--- src/rtl/piso_tx.sv ---
// Parallel-in/serial-out transmitter. Takes an N-bit word over valid/ready, shifts it out
// framed by load_o, then pulses en_o so the downstream receiver presents the assembled word.
module piso_tx #(
    parameter int N         = 4,
    parameter bit MSB_FIRST = 1'b1,
    parameter int GAP       = 0
) (
    input  logic         clk,
    input  logic         rst,
    input  logic         in_valid,
    input  logic [N-1:0] in_data,
    output logic         in_ready,
    input  logic         flush,
    output logic         serial_out,
    output logic         load_o,
    output logic         en_o,
    output logic         busy,
    output logic [7:0]   frame_cnt
);

    localparam int CNT_W = $clog2(N);
    localparam logic [CNT_W-1:0] LAST_BIT = CNT_W'(N - 1);
    localparam logic [3:0]       LAST_GAP = 4'(GAP - 1);

    typedef enum logic [1:0] {
        S_IDLE,
        S_SHIFT,
        S_STROBE,
        S_GAP
    } state_t;

    state_t           state, state_n;
    logic [N-1:0]     shreg, shreg_n;
    logic [CNT_W-1:0] bit_cnt, bit_cnt_n;
    logic [3:0]       gap_cnt, gap_cnt_n;
    logic             in_ready_n, serial_n, load_n, en_n, busy_n;
    logic [7:0]       frame_cnt_n;

    // Bit idx of the word in transmit order; MSB_FIRST only changes which end is read.
    function automatic logic pick(input logic [N-1:0] word, input logic [CNT_W-1:0] idx);
        logic [CNT_W-1:0] pos;
        pos = MSB_FIRST ? (LAST_BIT - idx) : idx;
        return word[pos];
    endfunction

    // NOTE: every signal written here gets a default first, so no path leaves it unassigned
    // and no latch is inferred.
    always_comb begin
        state_n     = state;
        shreg_n     = shreg;
        bit_cnt_n   = bit_cnt;
        gap_cnt_n   = gap_cnt;
        serial_n    = 1'b0;
        load_n      = 1'b0;
        en_n        = 1'b0;
        frame_cnt_n = frame_cnt;

        if (flush) begin
            state_n   = S_IDLE;
            bit_cnt_n = '0;
            gap_cnt_n = '0;
        end else begin
            unique case (state)
                S_IDLE: begin
                    if (in_valid && in_ready) begin
                        shreg_n   = in_data;
                        bit_cnt_n = '0;
                        serial_n  = pick(in_data, '0);
                        load_n    = 1'b1;
                        state_n   = S_SHIFT;
                    end
                end
                S_SHIFT: begin
                    if (bit_cnt == LAST_BIT) begin
                        bit_cnt_n   = '0;
                        en_n        = 1'b1;
                        frame_cnt_n = frame_cnt + 8'd1;
                        state_n     = S_STROBE;
                    end else begin
                        bit_cnt_n = bit_cnt + 1'b1;
                        serial_n  = pick(shreg, bit_cnt + 1'b1);
                        load_n    = 1'b1;
                    end
                end
                S_STROBE: begin
                    gap_cnt_n = '0;
                    state_n   = (GAP > 0) ? S_GAP : S_IDLE;
                end
                S_GAP: begin
                    if (gap_cnt == LAST_GAP) begin
                        state_n = S_IDLE;
                    end else begin
                        gap_cnt_n = gap_cnt + 4'd1;
                    end
                end
                default: state_n = S_IDLE;
            endcase
        end

        // Status flags are registered from the next state so they line up with it.
        in_ready_n = (state_n == S_IDLE);
        busy_n     = (state_n != S_IDLE);
    end

    // NOTE: sequential state uses non-blocking assignments so all flops update together
    // from values sampled at the same edge.
    always_ff @(posedge clk or negedge rst) begin
        if (!rst) begin
            state      <= S_IDLE;
            shreg      <= '0;
            bit_cnt    <= '0;
            gap_cnt    <= '0;
            in_ready   <= 1'b0;
            serial_out <= 1'b0;
            load_o     <= 1'b0;
            en_o       <= 1'b0;
            busy       <= 1'b0;
            frame_cnt  <= 8'd0;
        end else begin
            state      <= state_n;
            shreg      <= shreg_n;
            bit_cnt    <= bit_cnt_n;
            gap_cnt    <= gap_cnt_n;
            in_ready   <= in_ready_n;
            serial_out <= serial_n;
            load_o     <= load_n;
            en_o       <= en_n;
            busy       <= busy_n;
            frame_cnt  <= frame_cnt_n;
        end
    end

endmodule

--- config.mk ---
export PLATFORM = sky130hd
export DESIGN_NAME = piso_tx
export DESIGN_NICKNAME = d
export VERILOG_FILES = /design/src/rtl/piso_tx.sv
export SDC_FILE = /design/constraint.sdc
export NUM_CORES = 1
export LEC_CHECK = 0
export ABC_AREA = 1
export CAP_MARGIN = 20
export CORE_ASPECT_RATIO = 1.5
export CORE_MARGIN = 2
export CORE_UTILIZATION = 34
export DETAILED_ROUTE_END_ITERATION = 16
export SLEW_MARGIN = 20
export SYNTH_ARGS = -nofsm -noshare
export SYNTH_HDL_FRONTEND = slang
export SYNTH_SLANG_ARGS = --single-unit
--- constraint.sdc ---
create_clock -name clk -period 1.4 [get_ports clk]
set_input_delay 0.28 -clock clk [delete_from_list [all_inputs] [get_ports clk]]
set_output_delay 0.28 -clock clk [all_outputs]
set_load 0.02 [all_outputs]
==> run summary, run 1 <==
Total Wirelength = 2.49 mm
clk root buf = clkbuf_8
Antenna Nets Post-Route = 0
synthesized area = 0.00119 mm^2
Rows = 26
Required @ worst endpoint = 1.12 ns
worst reg2reg startpoint = gap_cnt[1]
IO Pins = 21
register area = 626 um^2
CTS Buffer Depth = 2
Fillers = 354
WL/cell = 11.4 um
setup TNS = 0 ns
met2 global-route usage = 24.3%
post-synthesis net count = 147
Hold Vio Cnt, Final = 0
antenna cells = 0
Synth Flop Type = dfrtp_1
delay of the slowest critical-path stage = 0.42 ns
Synth top area share = 52.4%
Cell Pwr Density = 1110 mW/mm^2
Comb pwr share = 27.9%
leak pwr = 0.916 nW
final hold slack = 0.365 ns
TritonCTS Sinks = 25
post-synth top area cell = dfrtp_1
Layout Skew = 0.00856 ns
Final Cycle Share = 92.5%
first-pass GRT wire length = 4.31 mm
GR peak layer = met2
multi-input logic area = 505 um^2
Yosys warnings = 0
total power = 1.80 mW
Reg power frac = 48.3%
CTS tree = done
largest fanout on the critical path = 5
P_int = 1.24 mW
core area = 0.00338 mm^2
Post-Layout Cell Count = 219
worst relative slew slack = 78.7%
CP Capture Type = output port
placed cell count = 215
most common cell in the synthesized netlist = nand2_1
GPL Wtd Cong = 0.792
vias in the first global route = 1,041
aggregate global-route resource usage = 14.1%
Tmin final = 1.30 ns
Final setup viols = 0
first drt pass iteration count = 4
Crit Path Class = reg -> out
total number of vias = 1,015
Synth async-reset ratio = 100%
Synth top cells by count = 40 x nand2_1, 25 x dfrtp_1, 18 x inv_1, 9 x nand3_1, 8 x nor2_1
switching pwr = 0.560 mW
status = complete, no violations
Slowest-stage cell, CP = dfrtp_1
initial antenna violation count = 0
post-synth cell types = 22
Post-CTS Setup Inserts = 0
path category of the worst min-delay check = in -> async
CTS H-Tree Depth = 1
via density per instance = 4.63
Final Max Slew Viols = 0
die extent in x = 52.4 um
Die Ht = 76.6 um
Seq cells post-synth = 25
Post-Synthesis Cells = 136
fraction of layout cells with a size suffix above 1 = 18.6%
Starting Density = 35.3%
Worst-Margin Slew = 0.319 ns
peak supply drop = 0.866 mV
drt initial violations = 10
Worst-Skew Late Latency = 0.27 ns
Post-Syn Area per Cell = 8.78 um^2
CP arrival = 1.02 ns
largest cells by area after synthesis = dfrtp_1 52%, nand2_1 13%, inv_1 5.7%
largest net degree at the start of global routing = 26
die area = 0.00401 mm^2
met3 usage = 2.75%
Inserted Clock Buffers = 3
DRC = 0
Top delay family on crit path = flip-flops
nets = 189
Clock power frac = 23.8%
FMAX = 772 MHz
post-synthesis sequential area ratio = 52.4%
EDFF count, synth = 0
gr ovfl total = 0
critical path launch point type = register
GRT met1 Usage = 17.0%
switch share = 31.2%
number of port buffers = 20
DP HPWL = 1.87 mm
Max Cap Viol = 0
Layout area overhead = 35.6%
WP buf/inv = 1
CTS clk-pin slew, worst paths = 0.09 ns
Worst Setup SP = frame_cnt[5]
CP cell instances = dlygate4sd2_1
## power by group through the flow
stage | clock network (mW) | registers, mW | logic (mW)
floorplan | 0 | 0.933 | 0.233
global placement | 0 | 0.880 | 0.525
detailed placement | 0 | 0.884 | 0.529
CTS | 0.436 | 0.869 | 0.508
global route | 0.465 | 0.877 | 0.576
finish | 0.428 | 0.867 | 0.502
## layout make-up
type,count,share of cell area (%)
flip-flops and latches,25,38.6
multi-input cells,90,31.2
repair buffers,37,19.2
inverters,21,4.87
well taps,42,3.25
clock buffers,4,2.78
## cells in the final DEF, fill, tap and decap left out, drive strengths merged
| cell | instances |
|---|---|
| xnor2 | 3 |
| buf | 17 |
| nor2 | 10 |
| o21bai | 1 |
| o22ai | 1 |
| xor2 | 1 |
| ha | 3 |
| nand3 | 10 |
| o21ai | 1 |
| nand4 | 6 |
| a31oi | 1 |
| a21oi | 7 |
| dlygate4sd2 | 13 |
| mux2i | 1 |
| inv | 21 |
| clkbuf | 4 |
| nand2 | 44 |
| dfrtp | 25 |
| clkdlybuf4s50 | 7 |
| o32ai | 1 |
## metrics by stage
step / worst slack, ns / area [um^2] / util [%]
3_3_place_gp: -0.0622 / 1570 / 46.5
5_1_grt: -0.0230 / 1620 / 47.9
6_report: 0.105 / 1620 / 47.9
4_1_cts: 0.0564 / 1600 / 47.4
2_1_floorplan: 0.225 / 1190 / -
3_5_place_dp: -0.0722 / 1570 / 46.5
## logic make-up after synthesis
kind of cell	Yosys count	synth area share (%)
XOR/XNOR	4	2.94
AO/OA/AOI/OAI	12	6.08
adder cells (fa/ha/maj)	3	3.14
multiplexers	1	0.839
AND/OR/NAND/NOR	70	28.0
buffers and inverters	21	6.60
flip-flops	25	52.4
## state kept, by name, indices dropped and copies added (netlist names)
signal / cells
gap_cnt: 4
en_o: 1
load_o: 1
bit_cnt: 2
busy: 1
in_ready: 1
shreg: 4
serial_out: 1
frame_cnt: 8
state: 2
## worst paths after layout
path                                endpoint  depth (start not counted)  slack, ns
worst max-delay path            frame_cnt[5]                          1       0.10
worst min-delay path                shreg[0]                          2       0.36
worst max register to register    gap_cnt[2]                          7       0.11
worst min register to register      shreg[3]                          2       0.50
max in group asynchronous         bit_cnt[0]                          2       0.78
min in group clk                    shreg[3]                          2       0.50
## routing by layer
layer | share of wire (%) | vias up
met5 | 0 | -
met3 | 2.3 | 2
li1 | - | 511
met1 | 42 | 491
met4 | 1.0 | 0
met2 | 54 | 11
## repair_timing
item / CTS / global route
resized for setup: 13 / 3
endpoints found under the setup margin: 13 / 3
hold buffers: 0 / 0
cloned: 0 / 0
hold endpoints to repair: 0 / 0
pin swaps: 0 / 1
Power figures use the tool's default switching activity.
==> run 2, diff against run 1 <==
PLACE_DENSITY = 0.66   (was default)
==> run summary, run 2 (synthesis gave the netlist of run 1 again) <==
Total Wirelength = 2.48 mm (-0.24%)
top flop regs = frame_cnt x8, gap_cnt x4, shreg x4
drt initial violations = 11 (+1)
CP Capture Type = output port
status = complete, no violations
leak pwr = 0.925 nW (+0.92%)
initial antenna violation count = 0 (unchanged)
total number of vias = 1,027 (+1.2%)
fraction of layout cells with a size suffix above 1 = 19.1% (+0.46 points)
CTS clk-pin slew, worst paths = 0.09 ns (about the same)
R2R setup slack = 0.11 ns (about the same)
Final Max Slew Viols = 0 (unchanged)
nets = 190 (+0.53%)
TritonCTS Sinks = 25 (unchanged)
switching pwr = 0.558 mW (-0.35%)
Comb pwr share = 27.8% (about the same)
Critical Path Stages = 1 (unchanged)
die area = 0.00401 mm^2 (unchanged)
CP arrival = 1.02 ns (about the same)
Top delay family on crit path = flip-flops
worst relative slew slack = 78.5% (-0.20 points)
Slowest-stage cell, CP = dfrtp_1
core area = 0.00338 mm^2 (unchanged)
Worst Setup SP = frame_cnt[5]
Fillers = 334 (-5.6%)
Placement Cell Area = 0.00157 mm^2 (unchanged)
IO Pins = 21 (unchanged)
critical path launch point type = register
commonest non-fill, non-tap cell in the layout = nand2_1
die extent in x = 52.4 um (unchanged)
Layout Skew = 0.00438 ns (-0.00418 ns)
via density per instance = 4.67 (+0.72%)
cts-stage hold buffer count = 0 (unchanged)
max reg flops = 8 (unchanged)
CTS tree = done
first drt pass iteration count = 2 (-2)
Required @ worst endpoint = 1.12 ns (about the same)
FMAX = 767 MHz (-0.61%)
P_int = 1.23 mW (-0.38%)
Antenna Nets Post-Route = 0 (unchanged)
Hold Vio Cnt, Final = 0 (unchanged)
Max Cap Viol = 0 (unchanged)
worst reg2reg startpoint = gap_cnt[0]
Worst-Skew Late Latency = 0.27 ns (about the same)
total power = 1.79 mW (-0.37%)
DRC = 0 (unchanged)
Inserted Clock Buffers = 3 (unchanged)
CTS H-Tree Depth = 1 (unchanged)
Cell Pwr Density = 1110 mW/mm^2 (about the same)
Rows = 26 (unchanged)
gr ovfl total = 0 (unchanged)
R2R cell count = 5 (-2)
vias in the first global route = 1,098 (+5.5%)
Critical R2R Capture = in_ready
final hold slack = 0.359 ns (-0.00569 ns)
peak supply drop = 0.706 mV (-18%)
number of port buffers = 20 (unchanged)
CP cell instances = dlygate4sd2_1
Crit Path Class = reg -> out
switch share = 31.2% (about the same)
GPL Wtd Cong = 0.791 (-0.14%)
CP endpoint = frame_cnt[5]
Tmin final = 1.30 ns (+0.00792 ns)
antenna cells = 0 (unchanged)
DP HPWL = 1.93 mm (+3.0%)
largest net degree at the start of global routing = 26 (unchanged)
Final setup viols = 0 (unchanged)
Clock power frac = 24.0% (+0.2 points)
most frequent cells in the layout = 40 x nand2_1, 25 x dfrtp_1, 18 x inv_1, 18 x buf_4, 13 x dlygate4sd2_1
delay of the slowest critical-path stage = 0.42 ns (about the same)
WL/cell = 11.3 um (-0.69%)
Design Area, Final = 0.00161 mm^2 (-0.31%)
largest fanout on the critical path = 5 (unchanged)
Reg power frac = 48.1% (-0.2 points)
aggregate global-route resource usage = 15.0% (+0.88 points)
Die Ht = 76.6 um (unchanged)
Final Cycle Share = 93.1% (+0.57 points)
largest register by flop count = frame_cnt
Post-Layout Cell Count = 220 (+0.46%)
path category of the worst min-delay check = in -> async
Layout area overhead = 35.2%
placed cell count = 215 (unchanged)
Starting Density = 35.3% (unchanged)
WP buf/inv = 1 (unchanged)
CTS Buffer Depth = 2 (unchanged)
Worst-Margin Slew = 0.322 ns (+0.00303 ns)
clk root buf = clkbuf_8
first-pass GRT wire length = 4.55 mm (+5.6%)
==> run 2: power groups by stage <==
stage / sequential, mW / clock [mW] / combinational [mW]
after detailed placement: 0.881 / 0 / 0.528
after floorplan: 0.933 / 0 / 0.233
final: 0.862 / 0.430 / 0.498
after global routing: 0.877 / 0.466 / 0.568
after CTS: 0.865 / 0.436 / 0.504
after global placement: 0.877 / 0 / 0.515
==> run 2: layout make-up <==
cell class | instances | area, um^2 | area share (%)
flip-flops and latches | 25 | 626 | 38.8
multi-input cells | 90 | 492 | 30.5
repair buffers | 38 | 319 | 19.8
inverters | 21 | 78.8 | 4.88
well taps | 42 | 52.6 | 3.26
clock buffers | 3 | 41.3 | 2.56
clock inverters | 1 | 5.00 | 0.310
==> run 2: per-stage QoR <==
stage / setup slack [ns] / TNS [ns] / util (%)
4_1_cts: 0.0480 / 0 / 47.4
6_report: 0.0966 / 0 / 47.7
3_5_place_dp: -0.118 / -1.06 / 46.5
5_1_grt: -0.00667 / -0.00667 / 47.7
2_1_floorplan: 0.225 / 0 / -
3_3_place_gp: -0.127 / -0.709 / 46.5
==> run 2: what timing repair did <==
item | CTS | global route
endpoints found under the setup margin | 13 | 2
resized for setup | 13 | 1
buffers inserted | 0 | 1
pin swaps | 0 | 1
==> run 2: how the worst min path moves through the flow <==
stage               startpoint      endpoint  slack [ns]  depth (start not counted)
CTS                        rst  frame_cnt[7]        0.37                          2
global route               rst  frame_cnt[7]        0.39                          2
global placement      shreg[3]      shreg[3]        0.48                          2
finish                     rst  frame_cnt[6]        0.36                          2
floorplan                  rst    bit_cnt[0]       -0.02                          0
detailed placement    shreg[3]      shreg[3]        0.48                          2
==> run 2: routing by layer <==
layer / vias up / GRT usage [%] / wire, um
met2: 16 / 26.0 / 1410
met1: 487 / 16.5 / 925
met4: 0 / 7.69 / 81
met5: - / 0 / 0
li1: 515 / - / -
met3: 9 / 2.75 / 62
==> run 3, diff against run 2 <==
SLEW_MARGIN = default   (was 20)
==> results of run 3 <==
The final DEF is identical to that of run 2; final timing and power are the same.
